[src/rtl/lz77_job_scheduler_pkg.sv]
`default_nettype none
// ============================================================================
// Package     : lz77_pkg
// Description : Shared types for the LZ77 job scheduler: scheduler state
//               encoding, encoder triplet layout and the end-of-stream char.
// Revision    : 1.0 - initial release
// ============================================================================
package lz77_pkg;

  typedef enum logic [2:0] {
    IDLE   = 3'd0,
    ARB    = 3'd1,
    RST    = 3'd2,
    LOAD   = 3'd3,
    ENCODE = 3'd4,
    DRAIN  = 3'd5
  } sched_state_e;

  typedef struct packed {
    logic [3:0] offset;
    logic [2:0] match_len;
    logic [7:0] char_nxt;
  } triplet_t;

  // char_nxt value the encoder emits in its terminal triplet
  localparam logic [7:0] LZ_EOS = 8'h24;

endpackage
`default_nettype wire

[src/rtl/lz77_job_scheduler_fifo.sv]
`default_nettype none
// ============================================================================
// Module      : lz77_triplet_fifo
// Description : Synchronous FIFO for tagged encoder triplets. Pointers carry
//               one extra wrap bit so full and empty are told apart without
//               a separate counter. A push into a full FIFO is accepted only
//               when a pop happens in the same cycle; otherwise it is dropped
//               and the caller flags the overflow.
// Revision    : 1.0 - initial release
// Ports       : i_clk    clock, rising edge
//               i_rst    asynchronous active-high reset (empties the FIFO)
//               i_flush  synchronous empty
//               i_push   write i_wdata
//               i_pop    advance head (ignored when empty)
//               o_rdata  head entry
//               o_full   DEPTH entries held
//               o_empty  no entries held
// Parameters  : DEPTH (power of 2, >= 2), WIDTH
// ============================================================================
module lz77_triplet_fifo #(
  parameter int DEPTH = 4,
  parameter int WIDTH = 16
) (
  input  logic             i_clk,
  input  logic             i_rst,
  input  logic             i_flush,
  input  logic             i_push,
  input  logic [WIDTH-1:0] i_wdata,
  input  logic             i_pop,
  output logic [WIDTH-1:0] o_rdata,
  output logic             o_full,
  output logic             o_empty
);

  localparam int AW = $clog2(DEPTH);

  logic [WIDTH-1:0] r_mem [DEPTH];
  logic [AW:0]      r_wp;
  logic [AW:0]      r_rp;
  logic             w_do_push;
  logic             w_do_pop;

  assign o_empty   = (r_wp == r_rp);
  assign o_full    = (r_wp[AW] != r_rp[AW]) && (r_wp[AW-1:0] == r_rp[AW-1:0]);
  assign w_do_pop  = i_pop && !o_empty;
  // A full FIFO still takes a write when the head leaves in the same cycle.
  assign w_do_push = i_push && (!o_full || w_do_pop);
  assign o_rdata   = r_mem[r_rp[AW-1:0]];

  always_ff @(posedge i_clk or posedge i_rst) begin
    if (i_rst) begin
      r_wp <= '0;
      r_rp <= '0;
    end else if (i_flush) begin
      r_wp <= '0;
      r_rp <= '0;
    end else begin
      if (w_do_push) r_wp <= r_wp + (AW+1)'(1);
      if (w_do_pop)  r_rp <= r_rp + (AW+1)'(1);
    end
  end

  always_ff @(posedge i_clk) begin
    if (w_do_push && !i_flush) r_mem[r_wp[AW-1:0]] <= i_wdata;
  end

endmodule
`default_nettype wire

[src/rtl/lz77_job_scheduler.sv]
`default_nettype none
// ============================================================================
// Module      : lz77_job_scheduler
// Description : Round-robin scheduler sharing one LZ77 encoder between NUM_CH
//               requesters. Per job: grant one channel, pulse encoder reset,
//               stream BLOCK_LEN chars into the encoder, capture its triplets
//               (tagged with the channel id) into an output FIFO, and end the
//               job once the encoder finishes and the FIFO has drained.
// Revision    : 1.0 - initial release
// Macro       : LZ_SCHED_TIMEOUT_EN - adds an ENCODE-phase watchdog that ends
//               the job with err after TIMEOUT_CYC cycles without enc_finish.
// Ports       : i_clk / i_reset       clock / async active-high reset
//               i_ch_req,i_ch_data,i_ch_valid  per-channel request and chars
//               o_ch_gnt,o_ch_ready,o_ch_done  per-channel grant/consume/end
//               o_enc_rst,o_enc_chardata       encoder control and char
//               i_enc_valid,i_enc_finish,i_enc_offset,i_enc_match_len,
//               i_enc_char_nxt                 encoder triplet stream
//               o_out_*, i_out_ready           FIFO head (valid/ready)
//               o_err                          underrun/overflow/timeout pulse
// ============================================================================
module lz77_job_scheduler
  import lz77_pkg::*;
#(
  parameter int NUM_CH      = 2,
  parameter int BLOCK_LEN   = 2048,
  parameter int FIFO_DEPTH  = 4,
  parameter int TIMEOUT_CYC = 65535
) (
  input  logic                      i_clk,
  input  logic                      i_reset,
  input  logic [NUM_CH-1:0]         i_ch_req,
  input  logic [NUM_CH*8-1:0]       i_ch_data,
  input  logic [NUM_CH-1:0]         i_ch_valid,
  output logic [NUM_CH-1:0]         o_ch_gnt,
  output logic [NUM_CH-1:0]         o_ch_ready,
  output logic [NUM_CH-1:0]         o_ch_done,
  output logic                      o_enc_rst,
  output logic [7:0]                o_enc_chardata,
  input  logic                      i_enc_valid,
  input  logic                      i_enc_finish,
  input  logic [3:0]                i_enc_offset,
  input  logic [2:0]                i_enc_match_len,
  input  logic [7:0]                i_enc_char_nxt,
  output logic                      o_out_valid,
  input  logic                      i_out_ready,
  output logic [$clog2(NUM_CH)-1:0] o_out_ch,
  output logic [3:0]                o_out_offset,
  output logic [2:0]                o_out_match_len,
  output logic [7:0]                o_out_char_nxt,
  output logic                      o_out_last,
  output logic                      o_err
);

  localparam int CH_W  = $clog2(NUM_CH);
  localparam int CNT_W = $clog2(BLOCK_LEN);
  localparam int TR_W  = $bits(triplet_t);
  localparam int ENT_W = CH_W + TR_W;

  sched_state_e      r_state;
  sched_state_e      w_state_nxt;
  logic [CH_W-1:0]   r_g;          // granted channel
  logic [CH_W-1:0]   r_rr;         // last granted channel
  logic              r_gnt_vld;
  logic [CNT_W-1:0]  r_cnt;
  logic [NUM_CH-1:0] r_done;
  logic              r_err;

  logic [CH_W-1:0]   w_pick;
  logic [CH_W-1:0]   w_idx;
  logic              w_pick_vld;
  logic [NUM_CH-1:0] w_g_onehot;
  logic              w_gch_valid;
  logic              w_underrun;
  logic              w_last_char;
  logic              w_timeout;
  logic              w_push;
  logic              w_overflow;
  logic              w_job_end;
  logic              w_full;
  logic              w_empty;
  triplet_t          w_trip;
  logic [ENT_W-1:0]  w_head;
  triplet_t          w_head_trip;

  assign w_g_onehot  = NUM_CH'(1) << r_g;
  assign w_gch_valid = i_ch_valid[r_g];
  assign w_underrun  = (r_state == LOAD) && !w_gch_valid;
  assign w_last_char = (r_state == LOAD) && w_gch_valid && (r_cnt == CNT_W'(BLOCK_LEN-1));
  assign w_push      = (r_state == ENCODE) && i_enc_valid;
  // Dropped push: FIFO full and the head is not leaving this cycle.
  assign w_overflow  = w_push && w_full && !(i_out_ready && !w_empty);
  assign w_job_end   = w_underrun || w_timeout || ((r_state == DRAIN) && w_empty);

  // Round-robin pick: scan from farthest to nearest after r_rr so the
  // nearest requester wins.
  always_comb begin
    w_pick_vld = 1'b0;
    w_pick     = '0;
    w_idx      = '0;
    for (int k = NUM_CH; k >= 1; k--) begin
      w_idx = CH_W'((int'(r_rr) + k) % NUM_CH);
      if (i_ch_req[w_idx]) begin
        w_pick_vld = 1'b1;
        w_pick     = w_idx;
      end
    end
  end

`ifdef LZ_SCHED_TIMEOUT_EN
  logic [15:0] r_to;

  assign w_timeout = (r_state == ENCODE) && !i_enc_finish && (r_to == 16'(TIMEOUT_CYC-1));

  always_ff @(posedge i_clk or posedge i_reset) begin
    if (i_reset)                  r_to <= '0;
    else if (w_last_char)         r_to <= '0;
    else if (r_state == ENCODE)   r_to <= r_to + 16'd1;
  end
`else
  // Watchdog compiled out; the term is constant 0 for any legal TIMEOUT_CYC.
  assign w_timeout = (TIMEOUT_CYC < 0);
`endif

  always_ff @(posedge i_clk or posedge i_reset) begin
    if (i_reset) r_state <= IDLE;
    else         r_state <= w_state_nxt;
  end

  always_comb begin
    w_state_nxt    = r_state;
    o_enc_rst      = 1'b0;
    o_ch_ready     = '0;
    o_enc_chardata = 8'h00;
    case (r_state)
      IDLE: begin
        o_enc_rst = 1'b1;
        if (|i_ch_req) w_state_nxt = ARB;
      end
      ARB: begin
        o_enc_rst   = 1'b1;
        w_state_nxt = w_pick_vld ? RST : IDLE;
      end
      RST: w_state_nxt = LOAD;
      LOAD: begin
        o_ch_ready[r_g] = w_gch_valid;
        o_enc_chardata  = i_ch_data[{r_g, 3'b000} +: 8];
        if (w_underrun)       w_state_nxt = IDLE;
        else if (w_last_char) w_state_nxt = ENCODE;
      end
      ENCODE: begin
        if (w_timeout)         w_state_nxt = IDLE;
        else if (i_enc_finish) w_state_nxt = DRAIN;
      end
      DRAIN: begin
        if (w_empty) w_state_nxt = IDLE;
      end
      default: w_state_nxt = IDLE;
    endcase
  end

  always_ff @(posedge i_clk or posedge i_reset) begin
    if (i_reset) begin
      r_g       <= '0;
      r_rr      <= CH_W'(NUM_CH-1);
      r_gnt_vld <= 1'b0;
      r_cnt     <= '0;
      r_done    <= '0;
      r_err     <= 1'b0;
    end else begin
      r_done <= '0;
      r_err  <= w_underrun || w_timeout || w_overflow;
      if ((r_state == ARB) && w_pick_vld) begin
        r_g       <= w_pick;
        r_rr      <= w_pick;
        r_gnt_vld <= 1'b1;
      end
      if (r_state == RST)
        r_cnt <= '0;
      else if ((r_state == LOAD) && w_gch_valid)
        r_cnt <= r_cnt + CNT_W'(1);
      if (w_job_end) begin
        r_done    <= w_g_onehot;
        r_gnt_vld <= 1'b0;
      end
    end
  end

  assign o_ch_gnt  = r_gnt_vld ? w_g_onehot : '0;
  assign o_ch_done = r_done;
  assign o_err     = r_err;

  assign w_trip.offset    = i_enc_offset;
  assign w_trip.match_len = i_enc_match_len;
  assign w_trip.char_nxt  = i_enc_char_nxt;

  lz77_triplet_fifo #(
    .DEPTH (FIFO_DEPTH),
    .WIDTH (ENT_W)
  ) u_fifo (
    .i_clk   (i_clk),
    .i_rst   (i_reset),
    .i_flush (w_timeout),
    .i_push  (w_push),
    .i_wdata ({r_g, w_trip}),
    .i_pop   (i_out_ready),
    .o_rdata (w_head),
    .o_full  (w_full),
    .o_empty (w_empty)
  );

  // Head fields read as zero while the FIFO is empty.
  assign w_head_trip     = w_empty ? '0 : triplet_t'(w_head[TR_W-1:0]);
  assign o_out_valid     = !w_empty;
  assign o_out_ch        = w_empty ? '0 : w_head[ENT_W-1 -: CH_W];
  assign o_out_offset    = w_head_trip.offset;
  assign o_out_match_len = w_head_trip.match_len;
  assign o_out_char_nxt  = w_head_trip.char_nxt;
  assign o_out_last      = !w_empty && (w_head_trip.char_nxt == LZ_EOS);

endmodule
`default_nettype wire

[config.mk]
export PLATFORM = sky130hd
export DESIGN_NAME = lz77_job_scheduler
export DESIGN_NICKNAME = d
export VERILOG_FILES = /design/src/rtl/lz77_job_scheduler_pkg.sv /design/src/rtl/lz77_job_scheduler_fifo.sv /design/src/rtl/lz77_job_scheduler.sv
export SDC_FILE = /design/constraint.sdc
export NUM_CORES = 1
export LEC_CHECK = 0
export CAP_MARGIN = 20
export CORE_UTILIZATION = 57
export DETAILED_ROUTE_END_ITERATION = 10
export PLACE_DENSITY = 0.85
export SYNTH_ARGS = -nofsm -noshare
export SYNTH_HDL_FRONTEND = slang
export SYNTH_HIERARCHICAL = 1
export SYNTH_SLANG_ARGS = --single-unit
[constraint.sdc]
create_clock -name i_clk -period 3.35 [get_ports i_clk]
set_clock_uncertainty 0.05 [all_clocks]
set_input_delay 0.335 -clock i_clk [delete_from_list [all_inputs] [get_ports i_clk]]
set_output_delay 0.335 -clock i_clk [all_outputs]
set_load 0.01 [all_outputs]
**Word-level counts from Yosys, hierarchy flattened**

Memories as Yosys holds them, arrays and structs flattened.
Cells that the tools add are included.

- RAM bits: 64
- Bits in registers: 26
- Memories kept: 1
- Logic and storage cells: 94
- Output and inout bits: 34
- Input bits: 40

Memory list:

| memory | words | width | read ports | clocked after Yosys merged registers in | write ports | RTL line | RTL |
|---|---|---|---|---|---|---|---|
| u_fifo.r_mem | 4 | 16 | 1 | 0 | 1 | lz77_job_scheduler_fifo.sv:37 | `logic [WIDTH-1:0] r_mem [DEPTH];` |

- Multiplexer cells: 32
- Bitwise gates (word level): 1
- Equal/unequal tests: 14
- Order comparisons: 4
- Add/sub/neg operators: 5
- Shifts and indexed selects: 2
- Reductions and logical operators: 26

Operator list:

| kind | number |
|---|---|
| $mux W11 | 2 |
| $pmux W3 S6 | 1 |
| $mux W1 | 17 |
| $shiftx A16 B5 Y8 | 1 |
| $mux W15 | 1 |
| $mux W3 | 5 |
| $logic_and A1 B1 Y1 | 13 |
| $add A11 B1 Y11 const B | 1 |
| $eq A11 B11 Y1 const B | 1 |
| $eq A8 B6 Y1 const B | 1 |
| $mux W2 | 4 |
| $mux W8 | 1 |
| $add A3 B1 Y3 const B | 2 |
| $eq A3 B2 Y1 const B | 2 |
| $eq A3 B3 Y1 const B | 2 |
| $lt A1 B2 Y1 const B | 3 |
| $logic_not A1 Y1 | 4 |
| $ne A2 B2 Y1 const B | 2 |
| $reduce_and A4 Y1 | 1 |
| $reduce_bool A2 Y1 | 2 |
| $reduce_or A2 Y1 | 2 |
| $eq A3 B1 Y1 const B | 1 |
| $eq A3 B3 Y1 | 1 |
| $logic_not A3 Y1 | 1 |
| other kinds (10) | 13 |

**Logic depth before layout (Yosys ltp)**

Gate-level depths: netlist of the first run.

- Depth in word-level cells: 8
- Mapped depth: 9
- Depth with buffers taken out: 6

**Hierarchy**

Netlist of the first run, hierarchy kept.

By module, submodules not included:

| module | seq. area each (µm²) | cells each | area an instance (µm²) | instances |
|---|---|---|---|---|
| lz77_triplet_fifo | 2,072.0 | 140 | 2,894.0 | 1 |
| lz77_job_scheduler | 501.7 | 154 | 1,306.3 | 1 |

**Worst setup path after synthesis of the first run**

No wires, ideal clock.

- Kind: register to output
- Start: register u_fifo.r_rp[0]
- End: output o_out_last
- Path slack: 1,090 ps
- Data required time: 2,965 ps
- Stages on the path, launching flop included: 6
- Data arrival time: 1,875 ps
- Path buffers: 2
- Cell sequence: dfrtp_1 -> buf_6 -> buf_4 -> mux4_2 -> nor2b_1 -> nor4_1

- Word-level cells in the longest chain between the ends: 4
- Elaborated cells between the ends (all ways): 6
- Classes of those cells: eq/ne: 2; mux: 1; reduce/logical: 2; memory: 1

Ends and longest elaborated chain:

| element | RTL line | RTL |
|---|---|---|
| from (decl) | lz77_job_scheduler_fifo.sv:39 | `logic [AW:0] r_rp;` |
| from (signal assigned) | lz77_job_scheduler_fifo.sv:59 | `if (w_do_pop) r_rp <= r_rp + (AW+1)'(1);` |
| $mem_v2 Z4 W16 | - |  |
| net w_head[7] | lz77_job_scheduler.sv:82 | `logic [ENT_W-1:0] w_head;` |
| $mux W15 | lz77_job_scheduler.sv:212 | `assign w_head_trip = w_empty ? '0 : triplet_t'(w_head[TR_W-1:0]);` |
| net o_out_char_nxt[7] | lz77_job_scheduler.sv:49 | `output logic [7:0] o_out_char_nxt,` |
| $eq A8 B6 Y1 | lz77_job_scheduler.sv:218 | `assign o_out_last = !w_empty && (w_head_trip.char_nxt == LZ_EOS);` |
| $logic_and A1 B1 Y1 | lz77_job_scheduler.sv:218 |  |
| to (decl) | lz77_job_scheduler.sv:50 | `output logic o_out_last,` |

The timed path passes the listed nets, and every way through them passes these cells.

**Worst setup path after layout of the first run**

- Start: register u_fifo.r_rp[0]
- End: output o_out_last

- Word-level cells in the longest chain between the ends: 4
- Elaborated cells between the ends (all ways): 6
- Classes of those cells: eq/ne: 2; mux: 1; reduce/logical: 2; memory: 1

Ends and longest elaborated chain:

| element | RTL line | RTL |
|---|---|---|
| $eq A3 B3 Y1 (*) | lz77_job_scheduler_fifo.sv:43 | `assign o_empty = (r_wp == r_rp);` |
| net w_empty | lz77_job_scheduler.sv:80 | `logic w_empty;` |
| $mux W15 | lz77_job_scheduler.sv:212 |  |
| $eq A8 B6 Y1 | lz77_job_scheduler.sv:218 |  |
| $logic_and A1 B1 Y1 (*) | lz77_job_scheduler.sv:218 |  |

Mark *: on every way through the listed nets, which the timed path passes. The rest lies on a longest branch.

==> flow_results.org, run 1 <==
** Status
- Result of the run :: completed

** STA
- Remaining max-slew budget at the tightest pin :: 35.6%
- Pins over their slew limit :: 0
- The worst path uses 93.7% of the clock period.
- Worst Max-Slew Pin Slew :: about 960 ps
- For the final routed database, the setup TNS stands at 0 ps.
- The routed design could run at a clock period as short as 3140 ps.
- Setup violations remaining at the end of the flow were counted as 0.
- For this run, the top clock speed supported by timing is about 320 MHz.
- Setup repair after global routing left no endpoint under its margin.
- PnR worst setup slack :: 210 ps
- The final hold violation count came to 0.
- Hold slack :: around 180 ps

** CTS
- CTS built an H-tree with a depth of 3.
- CTS tree :: done
- CTS max path bufs :: 2
- In this run, CTS created clock tree buffers numbering 9.
- The clock net in this run drives a total of 90 sinks.
- Latest clock arrival within the worst-skew pair :: 360 ps
- Clock tree root driver cell :: sky130_fd_sc_hd__clkbuf_8
- Clock input transition at the sequential cells of the worst setup and hold paths :: 90 ps
- After clock tree synthesis, the setup repair step added 0 buffers.

** Synth
- Netlist Area Pre-Place :: 4200 µm²
- Synth cell types :: slightly above 50
- Mean post-synth cell area :: 14.3 µm²
- Counting flops with a built-in enable in the synthesized netlist gives 64.
- Of all flip-flops after synthesis, the portion carrying an async set or reset was 28.9%.
- Number of synthesized register bits :: 90
- Yosys printed 6 warnings.
- Sequential share of the synthesized area :: 61.3%
- In the synthesized netlist the dominant register cell turns out to be sky130_fd_sc_hd__edfxtp_1.
- Instance count of the mapped netlist :: 294

** Detailed routing
- Avg WL per Cell :: 17.1 µm
- Across all layers, the routed design uses 2,653 vias.
- Summed over all nets, wire length on met2 after detailed routing comes to about 4200 µm.
- Met3 wire length :: 384 µm
- Wires add up to approximately 8000 µm.
- Wire length on met1 :: 3460 µm
- The detail route stage leaves a number of antenna-violating nets equal to 0.
- Highest routed metal layer :: met4
- Via count normalized by instance count :: around 5.5
- In the routed design, unresolved DRC markers number 0.
- In this run, the number of DRC markers left after iteration 0 of detailed routing was approximately 110.
- The first TritonRoute pass finished after 4 iterations.

** Worst setup path
- Worst Reg-to-Reg Cells :: 6
- CP arrival :: approximately 2800 ps
- Critical-path maximum fanout :: 9
- By startpoint and endpoint, the worst setup path is classified as flip-flop to output port.
- The worst setup path is launched from a flip-flop.
- Crit-path leading delay family :: buffers and inverters
- The setup check on the worst reg-to-reg path leaves a slack of 890 ps.
- The largest individual stage delay along the critical path comes from the cell sky130_fd_sc_hd__clkdlybuf4s50_1.
- In this run the critical register-to-register path is launched from r_state[2].
- Critical path's largest stage delay :: approximately 600 ps
- The endpoint identified for the worst register-to-register timing path is u_fifo/r_mem[2][8].
- Worst path bufs/invs :: 2
- Data on the critical path is required at its endpoint by 2960 ps.
- STA classifies the critical path endpoint as an output port.
- Critical-path cell list :: xnor2_4, nand2_1, nor2_1, buf_4, nor2b_1, nor4_1, clkdlybuf4s50_1

** Global routing
- Pin count of the biggest net entering global routing :: 21
- Initial antenna violation count :: 0
- After global routing the overflow that remains totals 0.
- The first global-routing pass estimated 12,900 µm of wire.
- The number of global-route vias before repair came to 2,710.
- Global routing used a little under a quarter of the available tracks.

** Placement
- Hpwl dp :: 5830 µm
- At the placement stage, the worst setup path has a slack of 450 ps.
- Buffers placed on the I/O ports in this run total 73.
- Routability congestion estimate from global placement :: approximately 0.78

** Die
- The floorplan step defined a die boundary enclosing 7720 µm².
- Die Y-Extent :: 87.8 µm
- For this design the top-level I/O count stands at 74.
- Measured along the x axis, the die boundary spans 87.8 µm.
- Initial Utilization :: 60.5%
- After floorplanning, the core was divided into 30 placement rows.
- Area inside the core boundary :: between 6000 and 7000 µm²

** Final layout
- In the final design database the tool counted around 420 nets.
- Commonest cells after routing, fill and taps aside :: 73 x sky130_fd_sc_hd__clkdlybuf4s50_1, 64 x sky130_fd_sc_hd__edfxtp_1, 33 x sky130_fd_sc_hd__nor2_1, 25 x sky130_fd_sc_hd__nor2b_1, 24 x sky130_fd_sc_hd__dfrtp_1
- The number of antenna diodes in the final layout is 0.
- For this run, the share of the core covered by cells in the final layout is 75.8%.
- Area overhead of the layout relative to synthesis :: 25.4%
- In the final layout, the share of cells above drive strength 1 is about an eighth.
- Most common library cell in the layout ignoring fill and taps :: sky130_fd_sc_hd__clkdlybuf4s50_1

** Pwr
- Cell area power density :: 629 nW/µm²
- IR Drop Worst-Case VDD :: 0.410 mV
- Total power of the final layout :: 3.31 mW
- Leakage :: between 1.5 and 2 nW

** Min path
- The worst hold path belongs to the class primary input to async pin.

** Flow run
- Max-cap violations :: 0
==> power by group <==
group / internal (mW) / total (mW) / switching (mW)
clock: 0.356 / 0.759 / 0.403
combinational: 0.619 / 1.15 / 0.532
sequential: 1.27 / 1.40 / 0.136
total: 2.24 / 3.31 / 1.07
==> worst reg2reg max path: cells and delay by family, from the launching register on <==
kind                   cells  cell delay (ps)
flip-flops                 1              460
AO/OA/AOI/OAI              1              260
AND/OR/NAND/NOR            4             1090
buffers and inverters      1              300
==> final cells by class <==
class                           instances  area (µm²)
Sequential cell                        90        2570
Fill cell                             449        1680
Multi-Input combinational cell        187        1540
Timing Repair Buffer                   82         798
Clock buffer                            9         124
Tap cell                               96         120
Clock inverter                          7        80.1
Inverter                                8        30.0
==> how the worst max path moves through the flow <==
| stage | from | endpoint | slack, ps | depth (start not counted) |
|---|---|---|---|---|
| after detailed placement | u_fifo/r_rp[0] | o_out_last | 450 | 7 |
| after global routing | u_fifo/r_rp[0] | o_out_last | 100 | 7 |
| after floorplan | u_fifo/r_rp[0] | o_out_last | 1090 | 5 |
| after global placement | u_fifo/r_rp[0] | o_out_last | 570 | 7 |
| final | u_fifo/r_rp[0] | o_out_last | 210 | 7 |
| after CTS | u_fifo/r_rp[0] | o_out_last | 50 | 7 |
==> through the flow <==
stage | area [µm²] | instances
floorplan | 4220 | 298
global placement | 5060 | 463
detailed placement | 5060 | 463
CTS | 5260 | 479
global route | 5270 | 479
finish | 5270 | 479
==> cell usage after synthesis, types with 3 or more instances <==
library cell                n  area [µm²]
sky130_fd_sc_hd__a21oi_1    5        25.0
sky130_fd_sc_hd__a31oi_1    3        18.8
sky130_fd_sc_hd__and2_1     5        31.3
sky130_fd_sc_hd__clkbuf_1   7        26.3
sky130_fd_sc_hd__dfrtp_1   25         626
sky130_fd_sc_hd__edfxtp_1  64        1920
sky130_fd_sc_hd__ha_1       6        75.1
sky130_fd_sc_hd__inv_1      8        30.0
sky130_fd_sc_hd__mux2i_1   12         120
sky130_fd_sc_hd__mux4_1     5         131
sky130_fd_sc_hd__mux4_2    11         248
sky130_fd_sc_hd__nand2_1   13        48.8
sky130_fd_sc_hd__nand2b_1   4        25.0
sky130_fd_sc_hd__nand3_1    9        45.0
sky130_fd_sc_hd__nor2_1    33         124
sky130_fd_sc_hd__nor2b_1   25         156
sky130_fd_sc_hd__nor4_1     3        18.8
sky130_fd_sc_hd__o21ai_0    6        30.0
sky130_fd_sc_hd__xnor2_1    7        61.3
==> cells by family after synthesis <==
family | share of synthesized area (%)
AOI/OAI and AO/OA | 4.14
xor gates and xnor gates | 3.16
adders and majority gates | 1.79
buffers and inverters | 2.47
DFF | 61.3
muxes | 13.3
other | 0.0893
and+or+nand+nor | 13.8
==> per-layer routing <==
layer,track usage (%),up-vias
met4,9.54,0
met2,38.9,70
met5,0,-
met3,4.05,13
met1,29.1,1323
li1,-,1247
==> registers in the layout, summed over array words and instances, names as in the netlist <==
| register | count |
|---|---|
| u_fifo/r_wp | 3 |
| o_err | 1 |
| r_rr | 1 |
| u_fifo/r_mem | 64 |
| r_gnt_vld | 1 |
| r_cnt | 11 |
| o_ch_done | 2 |
| u_fifo/r_rp | 3 |
| r_state | 3 |
| r_g | 1 |
==> repair_timing <==
action	4_1_cts	5_1_grt
resized for setup	0	1
setup endpoints to repair	0	1
endpoints found under the hold margin	0	0
hold buffers	0	0
Power figures use the tool's default switching activity.
==> run 2: changes to the inputs <==
Settings changed: CORE_ASPECT_RATIO from default to 2, MAX_ROUTING_LAYER from default to met4, SKIP_LAST_GASP from default to 1.
==> flow_results.org, run 2 (synthesized netlist as in run 1, its figures left out) <==
** Final layout
- Most common library cell in the layout ignoring fill and taps :: sky130_fd_sc_hd__clkdlybuf4s50_1
- Layout cell share with drive strength beyond 1 :: 12.5% (-0.033 points)
- The number of cells in the finished layout apart from fillers is 476 (-0.63%).
- The area growth from synthesis to layout is 27.8%.
- The layout net count came to 425 (+0.24%).
- Final design utilization :: 74.4% (-1.4 points)
- The number of flip-flops in the largest register was 64 (unchanged).
- In the layout the commonest cells are 73 x sky130_fd_sc_hd__clkdlybuf4s50_1, 64 x sky130_fd_sc_hd__edfxtp_1, 33 x sky130_fd_sc_hd__nor2_1, 25 x sky130_fd_sc_hd__nor2b_1, 24 x sky130_fd_sc_hd__dfrtp_1.
- Antenna diode instance count :: 0 (unchanged)
- Post-route cell area :: 5370 µm² (+1.9%)

** Die
- Number of primary I/O pins :: 74 (unchanged)
- Die footprint :: 7740 µm² (+0.28%)
- Rows :: 44 (+47%)
- The area of the core region was 7210 µm² (+3.9%).
- The effective utilization at floorplan is 58.2% (-2.2 points).
- The horizontal die dimension is 62.7 µm (-29%).
- The vertical extent of the die came to 123 µm (+40%).

** Worst setup path
- The data required time of the critical path came to 2960 ps (about the same).
- The endpoint arrival time on the critical path came to 2670 ps (-90 ps).
- The maximum fanout along the worst path came to 12 (+3).
- Kind of end point of the critical path :: output port
- Critical path's largest stage delay :: 620 ps (+20 ps)
- STA classifies the critical path startpoint as a flip-flop.
- CP Class :: flip-flop to output port
- Critical-path cell list :: mux4_1, nor2_1, nand2_1, nor4_1, clkdlybuf4s50_1
- Cell with the biggest individual delay on the critical path :: sky130_fd_sc_hd__mux4_1

** Detailed routing
- The total DRC errors in the routed layout was 0 (unchanged).
- Initial drt markers :: 180 (+59%)
- The count of antenna-violating nets left after detailed routing came to 0 (unchanged).
- Avg WL per Cell :: 18.2 µm (+6.4%)
- The via count is 2,675 (+0.83%).
- Wirelength, routed :: 8650 µm (+5.8%)
- Number of optimization iterations in the first detailed-route pass :: 4 (unchanged)
- Via count normalized by instance count :: 5.62 (+1.5%)

** STA
- Final hold violations :: 0 (unchanged)
- RSZ-0062 raised after global routing :: false
- The worst-case setup margin in the final layout was 294 ps (+84.4 ps).
- Ratio of final minimum period to clock period :: 91.2% (-2.5 points)
- The slew of the pin with the lowest slew margin is 952 ps (-12.2 ps).
- The number of slew-limit violations in the final report is 0 (unchanged).
- Remaining max-slew budget at the tightest pin :: 36.4% (+0.82 points)
- Count of endpoints failing setup in the final report :: 0 (unchanged)
- The aggregate negative setup slack is 0 ps (unchanged).
- The time the worst path needs with I/O delays and setup was 3060 ps (-84.4 ps).
- Hold slack :: 238 ps (+56.9 ps)
- Top achievable clock speed :: 327 MHz (+2.8%)

** Placement
- Hpwl dp :: 6200 µm (+6.3%)
- The total instance count after detailed placement was 460 (-0.65%).
- Worst-case setup slack after placement :: 349 ps (-101 ps)
- The number of buffer cells added on primary ports is 73 (unchanged).
- The post-place instance area came to 5060 µm² (about the same).
- The final RePlAce weighted congestion was 0.822 (+5.8%).

** CTS
- CTS placed an instance of sky130_fd_sc_hd__clkbuf_16 at the clock tree root.
- Number of H-tree levels :: 3 (unchanged)
- The buffer depth of the longest clock path is 2 (unchanged).
- TritonCTS built the clock tree.
- The latest clock arrival within the worst-skew pair came to 340 ps (-20 ps).
- Clock input transition at the sequential cells of the worst setup and hold paths :: 70 ps (-20 ps)
- The number of hold buffers added after CTS came to 0 (unchanged).
- The number of buffers created by CTS was 9 (unchanged).
- Total clock sinks :: 90 (unchanged)

** Min path
- The tightest min-delay check is of the primary input to async pin type.

** Pwr
- The proportion of power drawn by flip-flops and latches is 38.4% (-3.9 points).
- The power density normalized to cell area is 664 nW/µm² (+5.5%).
- The fraction of power consumed by the clock network is 28.3% (+5.4 points).
- The power consumption was 3.56 mW (+7.5%).
- The static leakage power came to 1.96 nW (+2.6%).
- The worst ir drop on vdd came to 0.516 mV (+26%).
- Fraction of power spent switching nets :: 30.4% (-2.0 points)
- The internal power came to 2.48 mW (+11%).
- The switching component of the power was 1.08 mW (+1.0%).
- Gate power share :: 33.4% (-1.4 points)

** Flow run
- The max-cap violation count came to 0 (unchanged).

** Global routing
- The wire length of the first global-routing pass came to 13,400 µm (+3.7%).
- Gr ovfl total :: 0 (unchanged)
- The number of global-route vias before repair came to 2,773 (+2.3%).
- The initial antenna violation count came to 0 (unchanged).
- The global-route total usage across every layer was 24.7% (+1.8 points).
- The pin count of the biggest net entering global routing was 21 (unchanged).

** Status
- Result of the run :: completed
## run 2: cell count changes in the layout (fill, tap and decap cells not counted), sizes merged
cell / delta
clkbuf: +1
buf: +1
inv: -2
clkinv: +2
clkinvlp: -1
## run 2: layout make-up
cell class | instances | area, µm²
well taps | 92 | 115
repair buffers | 83 | 806
clock buffers | 10 | 229
multi-input cells | 187 | 1540
clock inverters | 6 | 73.8
fillers | 445 | 1850
flip-flops and latches | 90 | 2570
inverters | 8 | 30.0
## run 2: routing by layer
metal,global-route usage (%),wire [µm],up-vias
met1,25.4,3110,1338
li1,-,-,1255
met4,12.4,239,0
met3,5.17,256,20
met5,-,0,-
met2,44.0,5040,62
## run 2: final timing paths
check                          startpoint             endpoint  slack (ps)  cells past startpoint
max reg2reg                    r_state[1]  u_fifo/r_mem[2][11]         950                      6
max                        u_fifo/r_rp[0]           o_out_last         290                      5
min                               i_reset       u_fifo/r_wp[1]         240                      2
min in group i_clk                   r_rr                 r_rr         450                      2
min reg2reg                          r_rr                 r_rr         450                      2
max in group asynchronous         i_reset            r_gnt_vld        2320                      2
## run 2: power groups by stage
stage	logic [mW]	clock network [mW]	registers, mW
CTS	1.20	1.02	1.37
detailed placement	1.19	0	1.39
finish	1.19	1.01	1.37
floorplan	0.719	0	1.35
global route	1.29	1.07	1.38
global placement	1.16	0	1.38
## run 2: worst max-delay path, delay by kind of cell, from the launching register on
kind	cells	cell delay (ps)
buf+inv	1	610
simple gates	3	500
mux	1	620
flops	1	610
## run 2: timing repair
item	4_1_cts	5_1_grt
setup buffers	0	0
gates resized for setup	1	0
endpoints found under the setup margin	1	0
==> run 3: changes to the inputs <==
Settings changed: CORE_UTILIZATION 57 to 43, PLACE_DENSITY 0.85 to 0.67.
Clock period 3.35 ns to 3.4 ns, I/O delays scaled along.
==> flow_results.org, run 3 (synthesized netlist as in run 1, its figures left out) <==
** Status
- Result of the run :: completed

** Global routing
- Gr ovfl total :: 0 (unchanged)
- Global-route wire length before repair :: 13,200 µm (-1.0%)
- Pin count of the biggest net entering global routing :: 21 (unchanged)
- The met2 layer usage reported by global route is 33.5% (-10 points).
- In this run the most used layer during global routing was met2.
- The number of global-route vias before repair was 2,668 (-3.8%).
- Initial antenna violation count :: 0 (unchanged)
- Met3 usage :: 4.19% (-0.98 points)
- The global-route total usage across every layer is 18.1% (-6.6 points).
- The met1 track utilization from global routing is 18.2% (-7.3 points).

** Pwr
- Cell area power density :: 643 nW/µm² (-3.2%)
- The switching power share of the total came to 31.4% (+1.0 points).
- The static leakage power was 1.96 nW (+0.17%).
- Gate power share :: 33.6% (+0.2 points)
- Part of the power in the clock network :: 27.6% (-0.7 points)
- The switching component of the power was 1.09 mW (+0.92%).
- Total internal power :: 2.39 mW (-3.8%)
- Part of the power in registers :: 38.8% (+0.4 points)
- The worst ir drop on vdd came to 0.428 mV (-17%).
- The power consumption came to 3.48 mW (-2.3%).

** CTS
- Total clock sinks :: 90 (unchanged)
- CTS max path bufs :: 2 (unchanged)
- Cells resized by post-CTS repair :: 0 (-1)
- TritonCTS built the clock tree.
- The clock edge transition at the registers on the reported setup and hold paths was 70 ps (about the same).
- The total number of H-tree levels was 3 (unchanged).
- The number of hold buffers added after CTS came to 0 (unchanged).
- Clock tree root driver cell :: sky130_fd_sc_hd__clkbuf_16
- The number of buffers inserted to repair setup after CTS is 0 (unchanged).
- CTS buffer count :: 9 (unchanged)
- The latest clock arrival within the worst-skew pair is 340 ps (about the same).

** Die
- The horizontal die dimension was 71.9 µm (+15%).
- The area of the core region was 9450 µm² (+31%).
- Number of primary I/O pins :: 74 (unchanged)
- The vertical extent of the die is 142 µm (+15%).
- Rows :: 50 (+14%)
- The full die area came to 10,200 µm² (+32%).
- Initial Utilization :: 44.5% (-14 points)

** STA
- The final critical path takes up 90.3% of the cycle.
- The worst max-slew margin expressed relative to the limit is 35.4% (-0.95 points).
- The final number of setup-violating endpoints was 0 (unchanged).
- Top achievable clock speed :: about 330 MHz
- Pins over their slew limit :: 0 (unchanged)
- Worst Max-Slew Pin Slew :: 967 ps (+14.2 ps)
- The final hold violation count is 0 (unchanged).
- Min Clock Period, post-route :: just over 3000 ps
- Setup repair after global routing left no endpoint under its margin.
- The aggregate negative setup slack was 0 ps (unchanged).

** Worst setup path
- Kind of start point of the critical path :: flip-flop
- The worst setup path is of the flip-flop to output port kind.
- Critical path's largest stage delay :: 630 ps (about the same)
- The signal on the critical path passes through mux4_1, nor2_1, nand2_1, nor4_1, clkdlybuf4s50_1.
- The worst setup path is captured at an output port.
- The largest individual stage delay along the critical path comes from the cell sky130_fd_sc_hd__mux4_1.
- Critical-path maximum fanout :: 12 (unchanged)
- Worst Reg-to-Reg Cells :: 6 (unchanged)
- CP arrival :: 2680 ps (about the same)
- The data required time of the critical path was 3010 ps (+50 ps).

** Detailed routing
- The count of antenna-violating nets left after detailed routing was 0 (unchanged).
- The ratio of routed vias to standard cells was 5.10 (-9.3%).
- Number of optimization iterations in the first detailed-route pass :: 4 (unchanged)
- Initial drt markers :: 128 (-29%)
- Count of unresolved DRC violations after routing :: 0 (unchanged)
- The detailed-route wire length per cell was 16.1 µm (-11%).
- The via count is 2,625 (-1.9%).
- Wirelength, routed :: 8290 µm (-4.1%)

** Placement
- Hpwl dp :: 5960 µm (-3.7%)
- Routability congestion estimate from global placement :: 0.805 (-2.0%)
- The number of buffer cells added on primary ports was 73 (unchanged).
- Cell count after placement :: 499 (+8.5%)

** Final layout
- Layout cell share with drive strength beyond 1 :: 12.7% (+0.23 points)
- Final instance count without filler cells :: 515 (+8.2%)
- Antenna diode instance count :: 0 (unchanged)
- The library cell used most frequently in the layout, excluding fill and tap cells, is sky130_fd_sc_hd__clkdlybuf4s50_1.
- The layout net count is 426 (+0.24%).
- Number of flip-flops under the largest register name :: 64 (unchanged)
- Compared with the post-synthesis result, the final layout area differs by 28.9%.
- Commonest cells after routing, fill and taps aside :: 73 x sky130_fd_sc_hd__clkdlybuf4s50_1, 64 x sky130_fd_sc_hd__edfxtp_1, 33 x sky130_fd_sc_hd__nor2_1, 25 x sky130_fd_sc_hd__nor2b_1, 24 x sky130_fd_sc_hd__dfrtp_1

** Min path
- The path class of the tightest hold or removal check is primary input to async pin.

** Flow run
- The max-cap violation count came to 0 (unchanged).
## run 3: cell types whose count changed in the layout (fill, tap and decap cells not counted)
| cell | previous run | this run |
|---|---|---|
| sky130_fd_sc_hd__clkinv_8 | 0 | 1 |
| sky130_fd_sc_hd__clkbuf_1 | 1 | 0 |
| sky130_fd_sc_hd__buf_4 | 10 | 11 |
| sky130_fd_sc_hd__inv_6 | 2 | 1 |
| sky130_fd_sc_hd__clkinv_4 | 3 | 1 |
| sky130_fd_sc_hd__bufinv_16 | 1 | 0 |
| sky130_fd_sc_hd__clkinv_1 | 0 | 1 |
| sky130_fd_sc_hd__inv_8 | 0 | 3 |
## run 3: power groups by stage
| stage | logic, mW | clock network (mW) | registers (mW) |
|---|---|---|---|
| 2_1_floorplan | 0.709 | 0 | 1.33 |
| 3_3_place_gp | 1.17 | 0 | 1.37 |
| 3_5_place_dp | 1.18 | 0 | 1.37 |
| 4_1_cts | 1.19 | 0.985 | 1.35 |
| 5_1_grt | 1.27 | 1.03 | 1.36 |
| 6_report | 1.17 | 0.962 | 1.35 |
## run 3: critical path: cells and delay by family (launching register included)
family	cells	cell delay, ps
multiplexers	1	630
flip-flops	1	620
buffers and inverters	1	610
AND/OR/NAND/NOR	3	480
## run 3: final cells by class
type | count | area [µm²]
Multi-Input combinational cell | 187 | 1540
Clock buffer | 9 | 225
Inverter | 8 | 30.0
Sequential cell | 90 | 2570
Clock inverter | 7 | 71.3
Timing Repair Buffer | 84 | 813
Fill cell | 779 | 4030
Tap cell | 130 | 163
## run 3: through the flow
| stage | hold slack (ps) | utilization [%] | setup WS (ps) | cell area (µm²) |
|---|---|---|---|---|
| 2_1_floorplan | 81.0 | - | 1130 | 4220 |
| 3_3_place_gp | 430 | 54.2 | 396 | 5120 |
| 3_5_place_dp | 446 | 54.2 | 373 | 5120 |
| 4_1_cts | 213 | 57.3 | 0.294 | 5410 |
| 5_1_grt | 244 | 57.3 | 192 | 5420 |
| 6_report | 214 | 57.3 | 330 | 5420 |
## run 3: path summary, 6_finish.rpt
kind | startpoint | slack [ps] | endpoint
min reg2reg | r_rr | 450 | r_rr
max in group asynchronous | i_reset | 2380 | r_cnt[3]
min in group i_clk | r_rr | 450 | r_rr
max | u_fifo/r_rp[0] | 330 | o_out_last
max reg2reg | r_state[1] | 1100 | u_fifo/r_mem[1][15]
min | i_reset | 210 | u_fifo/r_rp[2]
## run 3: per-layer routing
metal	part of all wire, %	wire length, µm
met1	37	3080
met2	59	4880
met3	2.3	187
met4	1.7	144
met5	0	0
